<file path="src/rtl/alarm_scheduler.sv">
// Alarm clock scheduler: daily alarm FSM (idle / ringing / snoozed),
// hourly chime in the last five seconds of each hour, and a registered
// buzzer drive that lets the chime preempt the alarm beep.
// State is visible on the ringing / snoozed outputs (both low = IDLE).
module alarm_scheduler #(
  parameter int RING_SECS   = 60,
  parameter int SNOOZE_SECS = 300
) (
  input  logic       clk_2kHz,
  input  logic       rst_n,
  input  logic       sec_tick,
  input  logic [3:0] h_cntH,
  input  logic [3:0] h_cntL,
  input  logic [3:0] m_cntH,
  input  logic [3:0] m_cntL,
  input  logic [3:0] s_cntH,
  input  logic [3:0] s_cntL,
  input  logic [3:0] al_hH,
  input  logic [3:0] al_hL,
  input  logic [3:0] al_mH,
  input  logic [3:0] al_mL,
  input  logic       alarm_en,
  input  logic       stop_key,
  input  logic       snooze_key,
  output logic       buzzer,
  output logic       ringing,
  output logic       snoozed,
  output logic       chime_active
);

  typedef enum logic [1:0] {
    IDLE    = 2'd0,
    RINGING = 2'd1,
    SNOOZED = 2'd2
  } state_e;

  // Terminal counts: the transition fires on the tick that would complete the interval.
  localparam logic [7:0] RING_LAST = 8'(RING_SECS - 1);
  localparam logic [9:0] SNZ_LAST  = 10'(SNOOZE_SECS - 1);

  state_e     state_q, state_d;
  logic [7:0] ring_cnt_q, ring_cnt_d;
  logic [9:0] snz_cnt_q, snz_cnt_d;
  logic       beep_on_q, beep_on_d;
  logic       armed_q, armed_d;
  logic [1:0] tone_cnt_q;
  logic       buzzer_q, buzzer_d;

  logic [7:0] mins;
  logic [7:0] secs;
  logic       match_hm;
  logic       trigger;
  logic       tone_1k;
  logic       tone_500;
  logic       chime_low;
  logic       chime_high;
  logic       chime_tone;

  assign mins     = {m_cntH, m_cntL};
  assign secs     = {s_cntH, s_cntL};
  assign match_hm = ({h_cntH, h_cntL, m_cntH, m_cntL} == {al_hH, al_hL, al_mH, al_mL});

  assign tone_1k  = tone_cnt_q[0];
  assign tone_500 = tone_cnt_q[1];

  // xx:59:55..58 -> low tone, xx:59:59 -> high tone; purely from the time inputs.
  assign chime_low    = (mins == 8'h59) && (secs >= 8'h55) && (secs <= 8'h58);
  assign chime_high   = (mins == 8'h59) && (secs == 8'h59);
  assign chime_active = chime_low | chime_high;
  assign chime_tone   = chime_high ? tone_1k : tone_500;

  // Free-running tone divider.
  always_ff @(posedge clk_2kHz) begin
    if (!rst_n) begin
      tone_cnt_q <= 2'd0;
    end else begin
      tone_cnt_q <= tone_cnt_q + 2'd1;
    end
  end

  // Next-state logic: stop / disable beats snooze, snooze beats the second tick.
  always_comb begin
    state_d    = state_q;
    ring_cnt_d = ring_cnt_q;
    snz_cnt_d  = snz_cnt_q;
    beep_on_d  = beep_on_q;
    trigger    = 1'b0;
    case (state_q)
      IDLE: begin
        if (alarm_en && armed_q && match_hm && (secs == 8'h00)) begin
          trigger    = 1'b1;
          state_d    = RINGING;
          ring_cnt_d = 8'd0;
          beep_on_d  = 1'b1;
        end
      end
      RINGING: begin
        if (stop_key || !alarm_en) begin
          state_d   = IDLE;
          beep_on_d = 1'b0;
        end else if (snooze_key) begin
          state_d   = SNOOZED;
          snz_cnt_d = 10'd0;
        end else if (sec_tick) begin
          if (ring_cnt_q == RING_LAST) begin
            state_d   = IDLE;
            beep_on_d = 1'b0;
          end else begin
            ring_cnt_d = ring_cnt_q + 8'd1;
            beep_on_d  = ~beep_on_q;
          end
        end
      end
      SNOOZED: begin
        if (stop_key || !alarm_en) begin
          state_d   = IDLE;
          beep_on_d = 1'b0;
        end else if (sec_tick) begin
          if (snz_cnt_q == SNZ_LAST) begin
            state_d    = RINGING;
            ring_cnt_d = 8'd0;
            beep_on_d  = 1'b1;
          end else begin
            snz_cnt_d = snz_cnt_q + 10'd1;
          end
        end
      end
      default: begin
        state_d = IDLE;
      end
    endcase
  end

  // One trigger per match minute: re-arm only once the time leaves the alarm minute.
  always_comb begin
    armed_d = armed_q;
    if (trigger) begin
      armed_d = 1'b0;
    end else if (!match_hm) begin
      armed_d = 1'b1;
    end
  end

  // Buzzer arbitration: chime preempts the alarm beep without touching the FSM.
  always_comb begin
    buzzer_d = 1'b0;
    if (chime_active) begin
      buzzer_d = chime_tone;
    end else if ((state_q == RINGING) && beep_on_q) begin
      buzzer_d = tone_1k;
    end
  end

  // FSM state, counters and arming flag.
  always_ff @(posedge clk_2kHz) begin
    if (!rst_n) begin
      state_q    <= IDLE;
      ring_cnt_q <= 8'd0;
      snz_cnt_q  <= 10'd0;
      beep_on_q  <= 1'b0;
      armed_q    <= 1'b1;
    end else begin
      state_q    <= state_d;
      ring_cnt_q <= ring_cnt_d;
      snz_cnt_q  <= snz_cnt_d;
      beep_on_q  <= beep_on_d;
      armed_q    <= armed_d;
    end
  end

  // Registered speaker drive.
  always_ff @(posedge clk_2kHz) begin
    if (!rst_n) begin
      buzzer_q <= 1'b0;
    end else begin
      buzzer_q <= buzzer_d;
    end
  end

  assign buzzer  = buzzer_q;
  assign ringing = (state_q == RINGING);
  assign snoozed = (state_q == SNOOZED);

endmodule

</file>
<file path="config.mk">
export PLATFORM = sky130hd
export DESIGN_NAME = alarm_scheduler
export DESIGN_NICKNAME = d
export VERILOG_FILES = /design/src/rtl/alarm_scheduler.sv
export SDC_FILE = /design/constraint.sdc
export NUM_CORES = 1
export LEC_CHECK = 0
export CAP_MARGIN = 0
export CORE_ASPECT_RATIO = 0.8
export CORE_MARGIN = 4
export CORE_UTILIZATION = 63
export DETAILED_ROUTE_END_ITERATION = 12
export DONT_BUFFER_PORTS = 1
export PLACE_DENSITY = 0.79
export SYNTH_ARGS = -nofsm -noshare
export SYNTH_HDL_FRONTEND = slang
export SYNTH_SLANG_ARGS = --single-unit
</file>
<file path="constraint.sdc">
create_clock -name clk_2kHz -period 2.7 [get_ports clk_2kHz]
set_clock_uncertainty 0.05 [all_clocks]
set_input_delay 0.675 -clock clk_2kHz [delete_from_list [all_inputs] [get_ports clk_2kHz]]
set_output_delay 0.675 -clock clk_2kHz [all_outputs]
set_load 0.02 [all_outputs]
</file>
==> results.cfg <==
[status]
status = completed

[clock_tree]
cts_tree = done
cts.htree.levels = 1
cts_resized = 0
cts_inserted_buffers = 3
clkLatencyLatePin_ns = 0.33
hold_buffers = 0
clockBufferDepth = 2
postCtsSetupBuffers = 0
clkTransAtPathRegs_ns = 0.14
cts_sinks = 25
root_buffer = clkbuf_4

[detailed_routing]
wl_per_cell_um = 17.9
route.vias.total = 1708
routed_wirelength_um = 4530
ant_nets = 0
drc = 0
vias_per_cell = 6.72
drtIter0Drc = 162
dr.pass1.iters = 4

[layout]
nets = 269
post_route_cells_drive_above_1_share = 0.0787
n_fill_cell = 242
area_growth_pct = 4.33
finalNonFillerCells = 254
diodes = 0

[setup_path]
cp_max_fo = 5
crit_path_start_kind = flip-flop
cp_data_required_time_ns = 2.85
crit_path_end_kind = flip-flop
crit_arrival_ns = 2.73
crit_type = flip-flop to flip-flop

[min_path]
hp-class = input port to flip-flop

[pwr]
worst_ir_drop_vdd_mv = 0.337
power_leakage_nw = 0.610
powerDensity_mw_per_mm2 = 310

[die]
pin_count = 50
fp-row-count = 17
dieArea_sq_mm = 0.00382
die_w_um = 68.1
die_h_um = 56.1
placeableCoreArea_sq_mm = 0.00277
start_util = 0.658

[global_route]
first_global_vias = 1606
grt_pass1_wl_um = 7290
antenna_found_initial = 0
grt_max_degree = 20
grt_usage = 0.243
overflow = 0

[place]
dp.cells = 250
gp_congestion = 0.875
dp_hpwl_um = 3510
port_buffers = 0

[sta]
maxSlewViolCount = 0
fin_tns_setup_ns = 0
setup_viol = 0
finalCritPeriodShare = 0.955
rsz0062_at_grt = false
slew_headroom = 0.648
tightest_slew_ns = 0.523
hold_viol_final = 0
period_needed_ns = 2.58
fmax_ghz = 0.388

[logic_synthesis]
yosys_warnings = 0
synth-main-ff-cell = dfxtp_1
synth-seq-cells = 25
syn_inst = 212
ys_async_sr_fraction = 0
seq_area_frac_synth = 0.275
syn_area_sq_mm = 0.00182
avgSynthCellArea_sq_um = 8.58
synth_edf_count = 0
syn_nets = 264
ys_types = 53

[job]
max-cap-violations = 0
kinds of logic after synthesis:
kind of cell / share of synthesized area
AOI/OAI and AO/OA: 0.217
xor gates and xnor gates: 0.125
adders and majority gates: 0.0413
buffers and inverters: 0.0371
DFF: 0.275
muxes: 0.0337
and+or+nand+nor: 0.271
flip-flops by register name, summed over array words and instances (netlist names):
name        flops
beep_on_q       1
ring_cnt_q      8
snz_cnt_q      10
buzzer          1
armed_q         1
tone_cnt_q      2
state_q         2
report_power, final:
| part | total [mW] | switching [mW] | leakage [nW] | internal [mW] |
|---|---|---|---|---|
| logic | 0.0443 | 0.0214 | 0.390 | 0.0230 |
| clock network | 0.170 | 0.115 | 0.0177 | 0.0557 |
| registers | 0.374 | 0.00234 | 0.202 | 0.372 |
final timing paths:
path	start	to	slack (ns)	cells after the start
worst min-delay path	rst_n	armed_q$_SDFFE_PN1P_	0.35	1
worst max register to register	snz_cnt_q[0]$_SDFFE_PN0P_	ring_cnt_q[4]$_SDFFE_PN0P_	0.12	6
worst max-delay path	snz_cnt_q[0]$_SDFFE_PN0P_	ring_cnt_q[4]$_SDFFE_PN0P_	0.12	6
worst min register to register	tone_cnt_q[0]$_SDFF_PN0_	tone_cnt_q[0]$_SDFF_PN0_	0.44	1
stage by stage:
step | instance area [sq um] | hold slack [ns] | power, mW | worst slack, ns | util
after global routing | 1900 | 0.315 | 0.622 | 0.0179 | 0.686
after global placement | 1870 | 0.399 | 0.423 | 0.261 | 0.676
after detailed placement | 1870 | 0.412 | 0.426 | 0.0879 | 0.676
final | 1900 | 0.347 | 0.589 | 0.121 | 0.686
after floorplan | 1820 | 0.386 | 0.424 | 0.372 | -
after CTS | 1900 | 0.334 | 0.598 | 0.177 | 0.686
cell usage after synthesis, drive strengths merged, types with 6 or more instances:
| cell type | instances | area [sq um] |
|---|---|---|
| nand2 | 14 | 52.6 |
| inv | 9 | 33.8 |
| o21ai | 8 | 40.0 |
| a211oi | 6 | 45.0 |
| a21oi | 7 | 35.0 |
| dfxtp | 25 | 500 |
| nand3 | 8 | 40.0 |
| xor2 | 16 | 140 |
| xnor2 | 10 | 87.6 |
| ha | 6 | 75.1 |
| nor4 | 7 | 43.8 |
| nor2 | 14 | 52.6 |
critical path: stages (launching register included):
cell	delay (ns)
dfxtp_1	0.43
ha_1	0.29
nand2b_1	0.14
o41a_2	0.50
or3_1	0.44
o311ai_0	0.45
o41ai_1	0.14
routing by layer:
metal,global-route usage,part of all wire
met3,0.0687,0.12
met4,0.0963,0.023
met2,0.375,0.45
met5,0,0
met1,0.314,0.41
area by class of cell:
| type | count | area [sq um] | share of cell area |
|---|---|---|---|
| Multi-Input combinational cell | 173 | 1250 | 0.659 |
| Timing Repair Buffer | 5 | 37.5 | 0.0198 |
| Tap cell | 38 | 47.5 | 0.0250 |
| Clock inverter | 1 | 5.00 | 0.00264 |
| Sequential cell | 25 | 500 | 0.264 |
| Inverter | 9 | 33.8 | 0.0178 |
| Clock buffer | 3 | 22.5 | 0.0119 |
cell usage in the layout (no fill, tap or decap), drive strengths merged, types with 3 or more instances in the layout:
master and count:
dfxtp 25, xor2 16, nor2 14, nand2 14, xnor2 10, inv 9
o21ai 8, nand3 8, a21oi 7, nor4 7, a211oi 6, ha 6
nand3b 5, or3 5, o311ai 5, o31ai 5, mux2i 5, buf 5
nand4 4, a2111oi 4, o21a 3, clkbuf 3, and3b 3
Power figures use the tool's default switching activity.
